==> src/rtl/absdiff_pkg.sv <==
// Shared constants and state encoding for the absolute-difference scheduler.
package absdiff_pkg;

  localparam int unsigned DW_DEFAULT     = 10;
  localparam int unsigned RW             = 8;
  localparam int unsigned MOTO_ZERO_CASE = 1;

  typedef enum logic [1:0] {
    StIdle = 2'd0,
    StExec = 2'd1,
    StHold = 2'd2
  } state_e;

endpackage

==> src/rtl/absdiff_sched_if.sv <==
// Request/response channels between the two search-front engines and the scheduler.
interface absdiff_sched_if #(
  parameter int unsigned DW = 10
);

  logic          req0_valid;
  logic          req0_ready;
  logic [DW-1:0] req0_moto;
  logic [DW-1:0] req0_hikareru;
  logic          req1_valid;
  logic          req1_ready;
  logic [DW-1:0] req1_moto;
  logic [DW-1:0] req1_hikareru;

  logic          rsp0_valid;
  logic          rsp0_ready;
  logic [DW-1:0] rsp0_sa;
  logic          rsp1_valid;
  logic          rsp1_ready;
  logic [DW-1:0] rsp1_sa;

  modport master (
    output req0_valid, req0_moto, req0_hikareru,
    output req1_valid, req1_moto, req1_hikareru,
    output rsp0_ready, rsp1_ready,
    input  req0_ready, req1_ready,
    input  rsp0_valid, rsp0_sa, rsp1_valid, rsp1_sa
  );

  modport slave (
    input  req0_valid, req0_moto, req0_hikareru,
    input  req1_valid, req1_moto, req1_hikareru,
    input  rsp0_ready, rsp1_ready,
    output req0_ready, req1_ready,
    output rsp0_valid, rsp0_sa, rsp1_valid, rsp1_sa
  );

endinterface

==> src/rtl/absdiff_sched_sub_plot.sv <==
// Shared absolute-difference unit: 8-bit wrapped |moto - hikareru|, zero when moto == 1.
module sub_plot
  import absdiff_pkg::*;
#(
  parameter int unsigned DW = DW_DEFAULT
) (
  input  logic          in_do,
  input  logic [DW-1:0] moto,
  input  logic [DW-1:0] hikareru,
  output logic [DW-1:0] sa
);

  logic [RW-1:0] d;
  logic [RW-1:0] mag;
  logic          unused_hi;

  // Upper operand bits only matter for the moto == 1 test.
  assign unused_hi = ^hikareru[DW-1:RW];

  always_comb begin
    d   = moto[RW-1:0] - hikareru[RW-1:0];
    mag = d[RW-1] ? ((~d) + RW'(1)) : d;
    if (!in_do || (moto == DW'(MOTO_ZERO_CASE))) begin
      sa = '0;
    end else begin
      sa = {{(DW-RW){1'b0}}, mag};
    end
  end

endmodule

==> src/rtl/absdiff_sched.sv <==
// Round-robin scheduler sharing one sub_plot unit between the forward and backward fronts.
module absdiff_sched
  import absdiff_pkg::*;
#(
  parameter int unsigned DW = DW_DEFAULT,
  parameter int unsigned CW = 16
) (
  input  logic          m_clock,
  input  logic          p_reset,
  absdiff_sched_if.slave bus,
  output logic          busy,
  output logic [CW-1:0] op_count
);

  state_e        state_q, state_d;
  logic          prio_q, prio_d;
  logic          gnt_q, gnt_d;
  logic [DW-1:0] op_a_q, op_a_d;
  logic [DW-1:0] op_b_q, op_b_d;
  logic [DW-1:0] res_q, res_d;
  logic [CW-1:0] cnt_q, cnt_d;

  logic          in_do;
  logic [DW-1:0] sa;
  logic          sel;
  logic          done;
  logic          rdy0, rdy1, vld0, vld1;
  logic [DW-1:0] sa0, sa1;

  sub_plot #(
    .DW(DW)
  ) u_sub_plot (
    .in_do    (in_do),
    .moto     (op_a_q),
    .hikareru (op_b_q),
    .sa       (sa)
  );

  always_comb begin
    state_d = state_q;
    prio_d  = prio_q;
    gnt_d   = gnt_q;
    op_a_d  = op_a_q;
    op_b_d  = op_b_q;
    res_d   = res_q;
    cnt_d   = cnt_q;
    in_do   = 1'b0;
    rdy0    = 1'b0;
    rdy1    = 1'b0;
    vld0    = 1'b0;
    vld1    = 1'b0;
    sa0     = '0;
    sa1     = '0;
    done    = 1'b0;
    // Contention goes to prio; a lone request wins regardless of prio.
    sel     = (bus.req0_valid && bus.req1_valid) ? prio_q : bus.req1_valid;

    unique case (state_q)
      StIdle: begin
        if (bus.req0_valid || bus.req1_valid) begin
          rdy0    = ~sel;
          rdy1    = sel;
          gnt_d   = sel;
          prio_d  = ~sel;
          op_a_d  = sel ? bus.req1_moto : bus.req0_moto;
          op_b_d  = sel ? bus.req1_hikareru : bus.req0_hikareru;
          state_d = StExec;
        end
      end
      StExec: begin
        in_do   = 1'b1;
        res_d   = sa;
        state_d = StHold;
      end
      StHold: begin
        if (gnt_q) begin
          vld1 = 1'b1;
          sa1  = res_q;
          done = bus.rsp1_ready;
        end else begin
          vld0 = 1'b1;
          sa0  = res_q;
          done = bus.rsp0_ready;
        end
        if (done) begin
          if (cnt_q != {CW{1'b1}}) begin
            cnt_d = cnt_q + CW'(1);
          end
          state_d = StIdle;
        end
      end
      default: state_d = StIdle;
    endcase
  end

  always_ff @(posedge m_clock) begin
    if (!p_reset) begin
      state_q <= StIdle;
      prio_q  <= 1'b0;
      gnt_q   <= 1'b0;
      op_a_q  <= '0;
      op_b_q  <= '0;
      res_q   <= '0;
      cnt_q   <= '0;
    end else begin
      state_q <= state_d;
      prio_q  <= prio_d;
      gnt_q   <= gnt_d;
      op_a_q  <= op_a_d;
      op_b_q  <= op_b_d;
      res_q   <= res_d;
      cnt_q   <= cnt_d;
    end
  end

  // Outputs read as zero for the whole time reset is held low.
  assign bus.req0_ready = p_reset & rdy0;
  assign bus.req1_ready = p_reset & rdy1;
  assign bus.rsp0_valid = p_reset & vld0;
  assign bus.rsp1_valid = p_reset & vld1;
  assign bus.rsp0_sa    = p_reset ? sa0 : '0;
  assign bus.rsp1_sa    = p_reset ? sa1 : '0;
  assign busy           = p_reset && (state_q != StIdle);
  assign op_count       = p_reset ? cnt_q : '0;

endmodule

==> src/flat_wrapper.sv <==
// flat-port wrapper written by rule: the top's interface ports become plain ports
module absdiff_sched_flat import absdiff_pkg::*;
#(
  parameter int unsigned DW = DW_DEFAULT,
  parameter int unsigned CW = 16
)
  (m_clock, p_reset, busy, op_count, bus_req0_valid, bus_req0_moto, bus_req0_hikareru, bus_req1_valid, bus_req1_moto, bus_req1_hikareru, bus_rsp0_ready, bus_rsp1_ready, bus_req0_ready, bus_req1_ready, bus_rsp0_valid, bus_rsp0_sa, bus_rsp1_valid, bus_rsp1_sa);
  absdiff_sched_if #(.DW(DW)) bus_i ();
  input  logic m_clock;
  input  logic p_reset;
  output logic busy;
  output logic [CW-1:0] op_count;
  input wire logic [$bits(bus_i.req0_valid)-1:0] bus_req0_valid;
  input wire logic [$bits(bus_i.req0_moto)-1:0] bus_req0_moto;
  input wire logic [$bits(bus_i.req0_hikareru)-1:0] bus_req0_hikareru;
  input wire logic [$bits(bus_i.req1_valid)-1:0] bus_req1_valid;
  input wire logic [$bits(bus_i.req1_moto)-1:0] bus_req1_moto;
  input wire logic [$bits(bus_i.req1_hikareru)-1:0] bus_req1_hikareru;
  input wire logic [$bits(bus_i.rsp0_ready)-1:0] bus_rsp0_ready;
  input wire logic [$bits(bus_i.rsp1_ready)-1:0] bus_rsp1_ready;
  output wire logic [$bits(bus_i.req0_ready)-1:0] bus_req0_ready;
  output wire logic [$bits(bus_i.req1_ready)-1:0] bus_req1_ready;
  output wire logic [$bits(bus_i.rsp0_valid)-1:0] bus_rsp0_valid;
  output wire logic [$bits(bus_i.rsp0_sa)-1:0] bus_rsp0_sa;
  output wire logic [$bits(bus_i.rsp1_valid)-1:0] bus_rsp1_valid;
  output wire logic [$bits(bus_i.rsp1_sa)-1:0] bus_rsp1_sa;
  assign bus_i.req0_valid = bus_req0_valid;
  assign bus_i.req0_moto = bus_req0_moto;
  assign bus_i.req0_hikareru = bus_req0_hikareru;
  assign bus_i.req1_valid = bus_req1_valid;
  assign bus_i.req1_moto = bus_req1_moto;
  assign bus_i.req1_hikareru = bus_req1_hikareru;
  assign bus_i.rsp0_ready = bus_rsp0_ready;
  assign bus_i.rsp1_ready = bus_rsp1_ready;
  assign bus_req0_ready = bus_i.req0_ready;
  assign bus_req1_ready = bus_i.req1_ready;
  assign bus_rsp0_valid = bus_i.rsp0_valid;
  assign bus_rsp0_sa = bus_i.rsp0_sa;
  assign bus_rsp1_valid = bus_i.rsp1_valid;
  assign bus_rsp1_sa = bus_i.rsp1_sa;
  absdiff_sched #(.DW(DW), .CW(CW)) u_core (.m_clock(m_clock), .p_reset(p_reset), .bus(bus_i), .busy(busy), .op_count(op_count));
endmodule
==> config.mk <==
export PLATFORM = sky130hd
export DESIGN_NAME = absdiff_sched_flat
export DESIGN_NICKNAME = d
export VERILOG_FILES = /design/src/rtl/absdiff_pkg.sv /design/src/rtl/absdiff_sched_if.sv /design/src/rtl/absdiff_sched_sub_plot.sv /design/src/rtl/absdiff_sched.sv /design/src/flat_wrapper.sv
export SDC_FILE = /design/constraint.sdc
export NUM_CORES = 1
export LEC_CHECK = 0
export CELL_PAD_IN_SITES_DETAIL_PLACEMENT = 0
export CELL_PAD_IN_SITES_GLOBAL_PLACEMENT = 1
export CORE_ASPECT_RATIO = 0.6
export CORE_MARGIN = 2
export CORE_UTILIZATION = 32
export CTS_CLUSTER_DIAMETER = 120
export CTS_CLUSTER_SIZE = 40
export DETAILED_ROUTE_END_ITERATION = 16
export PLACE_DENSITY_LB_ADDON = 0.1
export RECOVER_POWER = 100
export REMOVE_ABC_BUFFERS = 1
export SETUP_SLACK_MARGIN = 0.3
export SLEW_MARGIN = 40
export SYNTH_ARGS = -nofsm -noshare
export SYNTH_HDL_FRONTEND = slang
export SYNTH_SLANG_ARGS = --single-unit
==> constraint.sdc <==
create_clock -name m_clock -period 4.54 [get_ports m_clock]
set_input_delay 1.135 -clock m_clock [delete_from_list [all_inputs] [get_ports m_clock]]
set_output_delay 1.135 -clock m_clock [all_outputs]
set_load 0.03 [all_outputs]
# Yosys cells after proc, flatten, opt, wreduce, memory -nomap -nowiden
# Cells that the tools add are included.
[totals] word_cells=58 reg_bits=48 output_inout_bits=41 inputBits=46
[classes] n_mux=26 n_addsub=3 bitwise_logic=6 reduce_logical=10 eq_ne=6
[ops] operator="two-way mux 10 bit" n=7
[ops] operator="two-way mux 8 bit" n=3
[ops] operator="adder 16 x 1 -> 16 bit, second input constant" n=1
[ops] operator="two-way mux 16 bit" n=1
[ops] operator="!= test 16 bit, second input constant" n=1
[ops] operator="two-way mux 1 bit" n=12
[ops] operator="equality test 10 x 1 -> 1 bit, second input constant" n=1
[ops] operator="adder 8 x 1 -> 8 bit, second input constant" n=1
[ops] operator="NOT 8 bit" n=1
[ops] operator="subtractor 8 bit" n=1
[ops] operator="one-hot mux 2 bit (3 select lines)" n=1
[ops] operator="AND 1 bit" n=4
[ops] operator="two-way mux 2 bit" n=2
[ops] operator="!= test 2 x 1 -> 1 bit, second input constant" n=2
[ops] operator="AND reduction 2 bit" n=2
[ops] operator="AND reduction 3 bit" n=1
[ops] operator="equality test 2 x 1 -> 1 bit, second input constant" n=1
[ops] operator="equality test 2 bit, second input constant" n=1
[ops] operator="logical AND 1 bit" n=2
[ops] operator="zero test 2 bit" n=1
[ops] operator="logical OR 1 bit" n=2
[ops] operator="nonzero test 2 bit" n=1
[ops] operator="zero test 1 bit" n=1
[ops] operator="NOT 1 bit" n=1

# Longest topological paths before layout
# Gate-level depths: netlist (run 1).
[depth] ltp_word=6 ltp_mapped=10 depth_no_buf=10

# Cells and area by module
# From an unflattened synthesis (run 1), not the netlist that was laid out.
[unflattened] cells_unflattened=385 hier_area_um2=3226.8
[by_module_without_submodules] module="absdiff_sched" area_per_inst_um2=2546.2 seq_area_each_um2=1001.0 cells_per_inst=294 n_inst=1
[by_module_without_submodules] module="sub_plot" area_per_inst_um2=680.7 seq_area_each_um2=0.0 cells_per_inst=91 n_inst=1

# Least setup slack after synthesis (run 1)
# Ideal clock, no wire load.
[synth_timing] path_kind="input -> output" from="input port p_reset" to="output port bus_req1_ready" required_ns=3.405 path_buffers=1 stages=3 arrival_time_ns=2.431 slack_ns=0.974 cell_sequence="clkbuf_1 inv_2 nor4_1"
[synth_via] elab_chain_cells=1
[synth_lines] item="from (decl)" line_no="flat_wrapper.sv:10" text="input logic p_reset;"
[synth_lines] item="AND 1 bit" line_no="absdiff_sched.sv:118" text="assign bus.req1_ready = p_reset & rdy1;"
[synth_lines] item="to (decl)" line_no="flat_wrapper.sv:22" text="output wire logic [$bits(bus_i.req1_ready)-1:0] bus_req1_ready;"
# No other way between the ends.

# Worst setup path in the final report (run 1)
[layout_timing] from="input port p_reset" to="output port busy"
[layout_via] elab_chain_cells=1
[layout_lines] item="logical AND 1 bit" line_no="absdiff_sched.sv:123" text="assign busy = p_reset && (state_q != StIdle);"
[layout_lines] item="to (decl)" line_no="flat_wrapper.sv:11" text="output logic busy;"
# No other way between the ends.

==> flow_summary.json, run 1 <==
{
  "leakage_uw": 0.001472,
  "setup_violations": 0,
  "clock_insertion_delay_worst_skew_ps": 290,
  "syn_avg_cell_area_um2": 7.985,
  "synth-edff-count": 0,
  "yosys_warnings": 0,
  "cp_num_cells": 5,
  "start_util_pct": 33.57,
  "stdcell_area_mm2": 0.003720,
  "ir_worst_vdd_mv": 0.1674,
  "grt_pass1_wl_mm": 11.57,
  "grt_use_total_pct": 16.42,
  "regToRegStartpoint": "u_core.op_a_q[0]",
  "drv_slew": 0,
  "slew_headroom_pct": 33.17,
  "reg2reg_to": "u_core.res_q[6]",
  "fin_cells": 524,
  "coreArea_mm2": 0.008039,
  "required_ps": 3400,
  "power.density_mw_per_mm2": 330.9,
  "max_freq_mhz": 238.7,
  "cts.clk_slew.worst_paths_ps": 60,
  "outcome": "finished clean",
  "grt.overflow.total": 0,
  "arrival_ps": 3050,
  "num_antenna_cells": 0,
  "worst-r2r-setup-slack_ps": 1900,
  "hpwl_mm": 5.609,
  "final_common_cell": "nor2_1",
  "cts.sinks": 46,
  "drtIter0Drc": 167,
  "final_nets": 471,
  "cp_top_family": "buffers and inverters",
  "cts_inserted_buffers": 5,
  "drc": 0,
  "period_minus_slack_ps": 4189,
  "hold_viol": 0,
  "ys_ff_latch": 46,
  "syn_inst": 338,
  "h-tree-depth": 2,
  "vias_per_cell": 5.032,
  "ant_nets": 0,
  "crit_top_cell": "dlygate4sd3_1",
  "finalPower_uw": 1231,
  "fin_crit_sh_pct": 92.27,
  "syn-cell-area_mm2": 0.002699,
  "die_area_mm2": 0.009209,
  "min-delay-path-class": "flop to flop",
  "rsz0062_at_grt": "no",
  "die_y_um": 75.14,
  "grt_pass1_vias": 2353,
  "cp_cell_sequence": "dlygate4sd3_1 -> buf_4 -> inv_1 -> nor2_1 -> dlygate4sd3_1",
  "crit_path_top_delay_cell": "dlygate4sd3_1",
  "layout-drive-gt1-share_pct": 5.529,
  "start_kind": "input port",
  "path_max_fanout": 16,
  "die_w_um": 122.6,
  "crit_buf_inv": 4,
  "crit_type": "input port to output pin",
  "synth_async_sr_flop_share_pct": 0,
  "r2r_cells": 10,
  "ctsRootBufferMaster": "clkbuf_16",
  "dr.pass1.iters": 6,
  "port-buffer-count": 78,
  "crit_start": "p_reset",
  "num_vias": 2637,
  "maxCapViolCount": 0,
  "worst_pin_slew_ps": 1002,
  "cpPeakStageDelay_ps": 750,
  "setup_tns_ps": 0,
  "layout_common_cells": "nor2_1 (47), dfxtp_1 (46), clkdlybuf4s50_1 (39)",
  "drt-total-wl_mm": 7.353,
  "grt_max_degree": 24,
  "wl_per_cell_um": 14.03,
  "cts_tree": "yes",
  "rows": 25,
  "globalplace.congestion": 0.7981,
  "setup_slack_ps": 350.8,
  "clockBufferDepth": 2,
  "antenna_found_initial": 0,
  "critPathCapture": "busy",
  "endpoint_kind": "output pin",
  "area_delta_synth_final_pct": 37.83,
  "post-place-cells": 516,
  "synth-seq-area-share_pct": 34.12,
  "place_ws_ps": 397.7,
  "synth.distinct_cells": 50,
  "io_pins": 87,
  "synth_flop_cell": "dfxtp_1",
  "finClkSkew_ps": 2.532,
  "dpl_cell_area_mm2": 0.003595
}
[report_power, final]
part | internal, uW | switching, uW
combinational | 172 | 218
clock | 218 | 160
sequential | 437 | 27.1
total | 826 | 405
[sequential cells by signal (all words and copies together) (netlist names)]
register / flops
u_core.op_b_q: 8
u_core.gnt_q: 1
u_core.cnt_q: 16
u_core.prio_q: 1
u_core.op_a_q: 10
u_core.res_q: 8
u_core.state_q: 2
[worst register-to-register path, delay by kind of cell, from the launching register on]
| kind | cells | cell delay, ps |
|---|---|---|
| compound gates | 3 | 720 |
| fa+ha+maj | 2 | 580 |
| buf+inv | 2 | 120 |
| flops | 1 | 340 |
| simple gates | 3 | 770 |
[Yosys cell counts (2+ instances only)]
cell type / instances / area share (%)
xor2_1: 3 / 0.97
nand3_1: 11 / 2.0
ha_1: 9 / 4.2
a21oi_2: 2 / 0.65
buf_2: 2 / 0.37
nor2_1: 48 / 6.7
a222oi_1: 16 / 5.9
o21a_1: 2 / 0.56
nand2_1: 20 / 2.8
and3_1: 2 / 0.46
nor2b_1: 3 / 0.70
buf_4: 4 / 1.1
nand3b_1: 2 / 0.56
o21ai_0: 18 / 3.3
o21ai_1: 3 / 0.56
mux2i_1: 4 / 1.5
and2_1: 33 / 7.6
nand2b_1: 2 / 0.46
nor3b_1: 2 / 0.56
nand4_1: 7 / 1.6
a21oi_1: 20 / 3.7
nor4b_1: 2 / 0.65
a211o_2: 2 / 0.74
xnor2_1: 8 / 2.6
and4_1: 2 / 0.65
nor4_1: 4 / 0.93
o22ai_1: 2 / 0.46
or3_1: 9 / 2.1
a211oi_1: 2 / 0.56
clkbuf_1: 10 / 1.4
nor3_1: 7 / 1.3
inv_1: 13 / 1.8
dfxtp_1: 46 / 34
a22oi_1: 2 / 0.56
[worst min-delay path by stage]
stage                          from         endpoint  slack, ps  depth (start not counted)
finish              u_core.res_q[3]  u_core.res_q[3]        470                          2
floorplan           u_core.res_q[4]  u_core.res_q[4]        430                          2
global placement    u_core.res_q[4]  u_core.res_q[4]        450                          2
CTS                 u_core.res_q[4]  u_core.res_q[4]        470                          2
detailed placement  u_core.res_q[4]  u_core.res_q[4]        460                          2
global route        u_core.res_q[4]  u_core.res_q[4]        490                          2
[final cells by class]
cell class / count / area, um^2
multi-input cells: 265 / 1655
inverters: 14 / 52.55
repair buffers: 83 / 804.5
well taps: 108 / 135.1
fillers: 814 / 4319
clock inverters: 2 / 12.51
flip-flops and latches: 46 / 920.9
clock buffers: 6 / 138.9
[logic make-up after synthesis]
| group | count (synthesis) | synth area share [%] |
|---|---|---|
| adders and majority gates | 10 | 4.914 |
| DFF | 46 | 34.12 |
| other | 1 | 0.1389 |
| and+or+nand+nor | 160 | 31.29 |
| xor gates and xnor gates | 11 | 3.570 |
| muxes | 4 | 1.484 |
| buffers and inverters | 30 | 4.822 |
| AOI/OAI and AO/OA | 76 | 19.66 |
[stage by stage]
step | hold WS [ps] | util, %
floorplan | 429.2 | -
global placement | 451.3 | 44.64
detailed placement | 459.3 | 44.72
CTS | 468.1 | 46.60
global route | 494.2 | 46.27
finish | 472.9 | 46.27
[per-layer routing]
layer	vias to the layer above	track usage (%)	wire length, um
li1	1368	-	-
met1	1176	25.41	4137
met2	88	22.35	2727
met3	5	4.091	442
met4	0	3.831	45
met5	-	0	0
[timing repair]
action,in CTS,in global routing
endpoints found under the setup margin,0,8
hold endpoints to repair,0,0
hold buffers,0,0
buffers inserted,0,0
gates resized for setup,0,1
Power figures use the tool's default switching activity.
==> run 2: changes to the inputs <==
--- a/config.mk
+++ b/config.mk
@@ -13,6 +13,7 @@
 export CTS_CLUSTER_DIAMETER = 120
 export CTS_CLUSTER_SIZE = 40
 export DETAILED_ROUTE_END_ITERATION = 16
+export DONT_BUFFER_PORTS = 1
 export PLACE_DENSITY_LB_ADDON = 0.1
 export RECOVER_POWER = 100
 export REMOVE_ABC_BUFFERS = 1
==> run 2 against run 1 <==
Hold slack worse by 8.9 ps. Critical endpoint is now bus_req0_ready. Non-clock buffer count down 80. Count of clock-buffer cells in the layout unchanged. Largest cell class unchanged. Critical path type unchanged. Critical path depth down 2. Clock power about the same.
==> flow_summary.json, run 2 (synthesis gave the netlist of run 1 again) <==
{
  "outcome": "finished clean",
  "ir_worst_vdd_mv": 0.1352,
  "io_pins": 87,
  "hold_start": "u_core.res_q[2]",
  "top_register": "u_core.cnt_q",
  "regToRegStartpoint": "u_core.op_a_q[0]",
  "hold_viol": 0,
  "die_area_mm2": 0.009209,
  "maxCapViolCount": 0,
  "power.switching_uw": 404.7,
  "leakage_uw": 0.001023,
  "cts.clk_slew.worst_paths_ps": 60,
  "cts_setup_buffers": 0,
  "grt_pass1_vias": 2103,
  "wl_per_cell_um": 16.13,
  "h-tree-depth": 2,
  "grt_use_total_pct": 15.98,
  "arrival_ps": 2590,
  "port-buffer-count": 0,
  "drv_slew": 0,
  "path_max_fanout": 6,
  "num_antenna_cells": 0,
  "p_comb_share_pct": 29.5,
  "reg_top3": "u_core.cnt_q (16), u_core.op_a_q (10)",
  "rsz0062_at_grt": "no",
  "setup_tns_ps": 0,
  "dr.pass1.iters": 5,
  "final_common_cell": "nor2_1",
  "worst-r2r-setup-slack_ps": 1820,
  "setup_slack_ps": 814.1,
  "grt_pass1_wl_mm": 11.07,
  "nFillCells": 866,
  "drc": 0,
  "p_clk_share_pct": 31.6,
  "globalplace.congestion": 0.7394,
  "cts.sinks": 46,
  "worst_pin_slew_ps": 1247,
  "ant_nets": 0,
  "die_w_um": 122.6,
  "slew_headroom_pct": 16.01,
  "rows": 25,
  "swShare_pct": 33.83,
  "drt-total-wl_mm": 7.160,
  "hpwl_mm": 5.436,
  "endpoint_kind": "output pin",
  "die_y_um": 75.14,
  "finClkSkew_ps": 4.211,
  "cts_hold_buffers": 0,
  "layout_common_cells": "nor2_1 (48), dfxtp_1 (46), and2_0 (32)",
  "max_freq_mhz": 268.4,
  "setup_violations": 0,
  "antenna_found_initial": 0,
  "cts_tree": "yes",
  "min-delay-path-class": "flop to flop",
  "period_minus_slack_ps": 3726,
  "final_nets": 391,
  "power.density_mw_per_mm2": 408.5,
  "coreArea_mm2": 0.008039,
  "drtIter0Drc": 126,
  "grt.overflow.total": 0,
  "crit_start": "bus_req0_valid",
  "place_ws_ps": 1142,
  "clockBufferDepth": 2,
  "required_ps": 3400,
  "largest_register_ffs": 16,
  "clock_insertion_delay_worst_skew_ps": 290,
  "seq_power_share_pct": 38.9,
  "cts_inserted_buffers": 5,
  "cts_resized": 0,
  "post-place-cells": 436,
  "crit_type": "input port to output pin",
  "num_vias": 2340,
  "vias_per_cell": 5.270,
  "fin_cells": 444,
  "start_kind": "input port",
  "fin_crit_sh_pct": 82.07,
  "p_int_uw": 791.4,
  "layout-drive-gt1-share_pct": 5.952,
  "start_util_pct": 33.57,
  "grt_max_degree": 30,
  "area_delta_synth_final_pct": 8.484,
  "ctsRootBufferMaster": "clkbuf_16"
}
## run 2: cell types whose count changed in the layout (fill, tap and decap cells not counted), sizes merged
cell           change
dlygate4sd3       -38
clkbuf             -1
buf                -2
clkdlybuf4s50     -39
## run 2: stage by stage
step | util (%) | cell area, um^2 | hold WS [ps] | total power, uW
3_3_place_gp | 34.77 | 2795 | 446.6 | 821.6
3_5_place_dp | 34.85 | 2801 | 454.6 | 828.3
4_1_cts | 36.73 | 2953 | 463.7 | 1211
6_report | 36.42 | 2928 | 464.1 | 1196
2_1_floorplan | - | 2633 | 429.2 | 737.6
5_1_grt | 36.42 | 2928 | 501.6 | 1275
## run 2: per-layer routing
metal	track usage (%)	wire, um
met5	0	0
met4	3.448	44
met3	5.379	518
met2	20.25	2439
met1	25.05	4158
## run 2: critical path, cell delays in order
cell     delay [ps]
inv_1            20
o21ai_0         940
and3_1          500
## run 2: final timing paths
kind	to	depth (start not counted)
worst max-delay path	bus_req0_ready	3
worst min-delay path	u_core.res_q[2]	2
worst max register to register	u_core.res_q[6]	10
worst min register to register	u_core.res_q[2]	2
## run 2: layout make-up
type / count / area (um^2) / share of cell area, %
clock buffers: 6 / 138.9 / 4.744
flip-flops and latches: 46 / 920.9 / 31.45
multi-input cells: 265 / 1653 / 56.45
clock inverters: 2 / 12.51 / 0.4274
repair buffers: 3 / 15.01 / 0.5128
inverters: 14 / 52.55 / 1.795
well taps: 108 / 135.1 / 4.615
## run 2: power by group through the flow
stage / Combinational, uW / Sequential [uW] / Clock [uW]
after detailed placement: 354 / 475 / 0
after global placement: 350 / 472 / 0
after global routing: 394 / 470 / 411
final: 353 / 465 / 378
after floorplan: 275 / 462 / 0
after CTS: 355 / 465 / 391
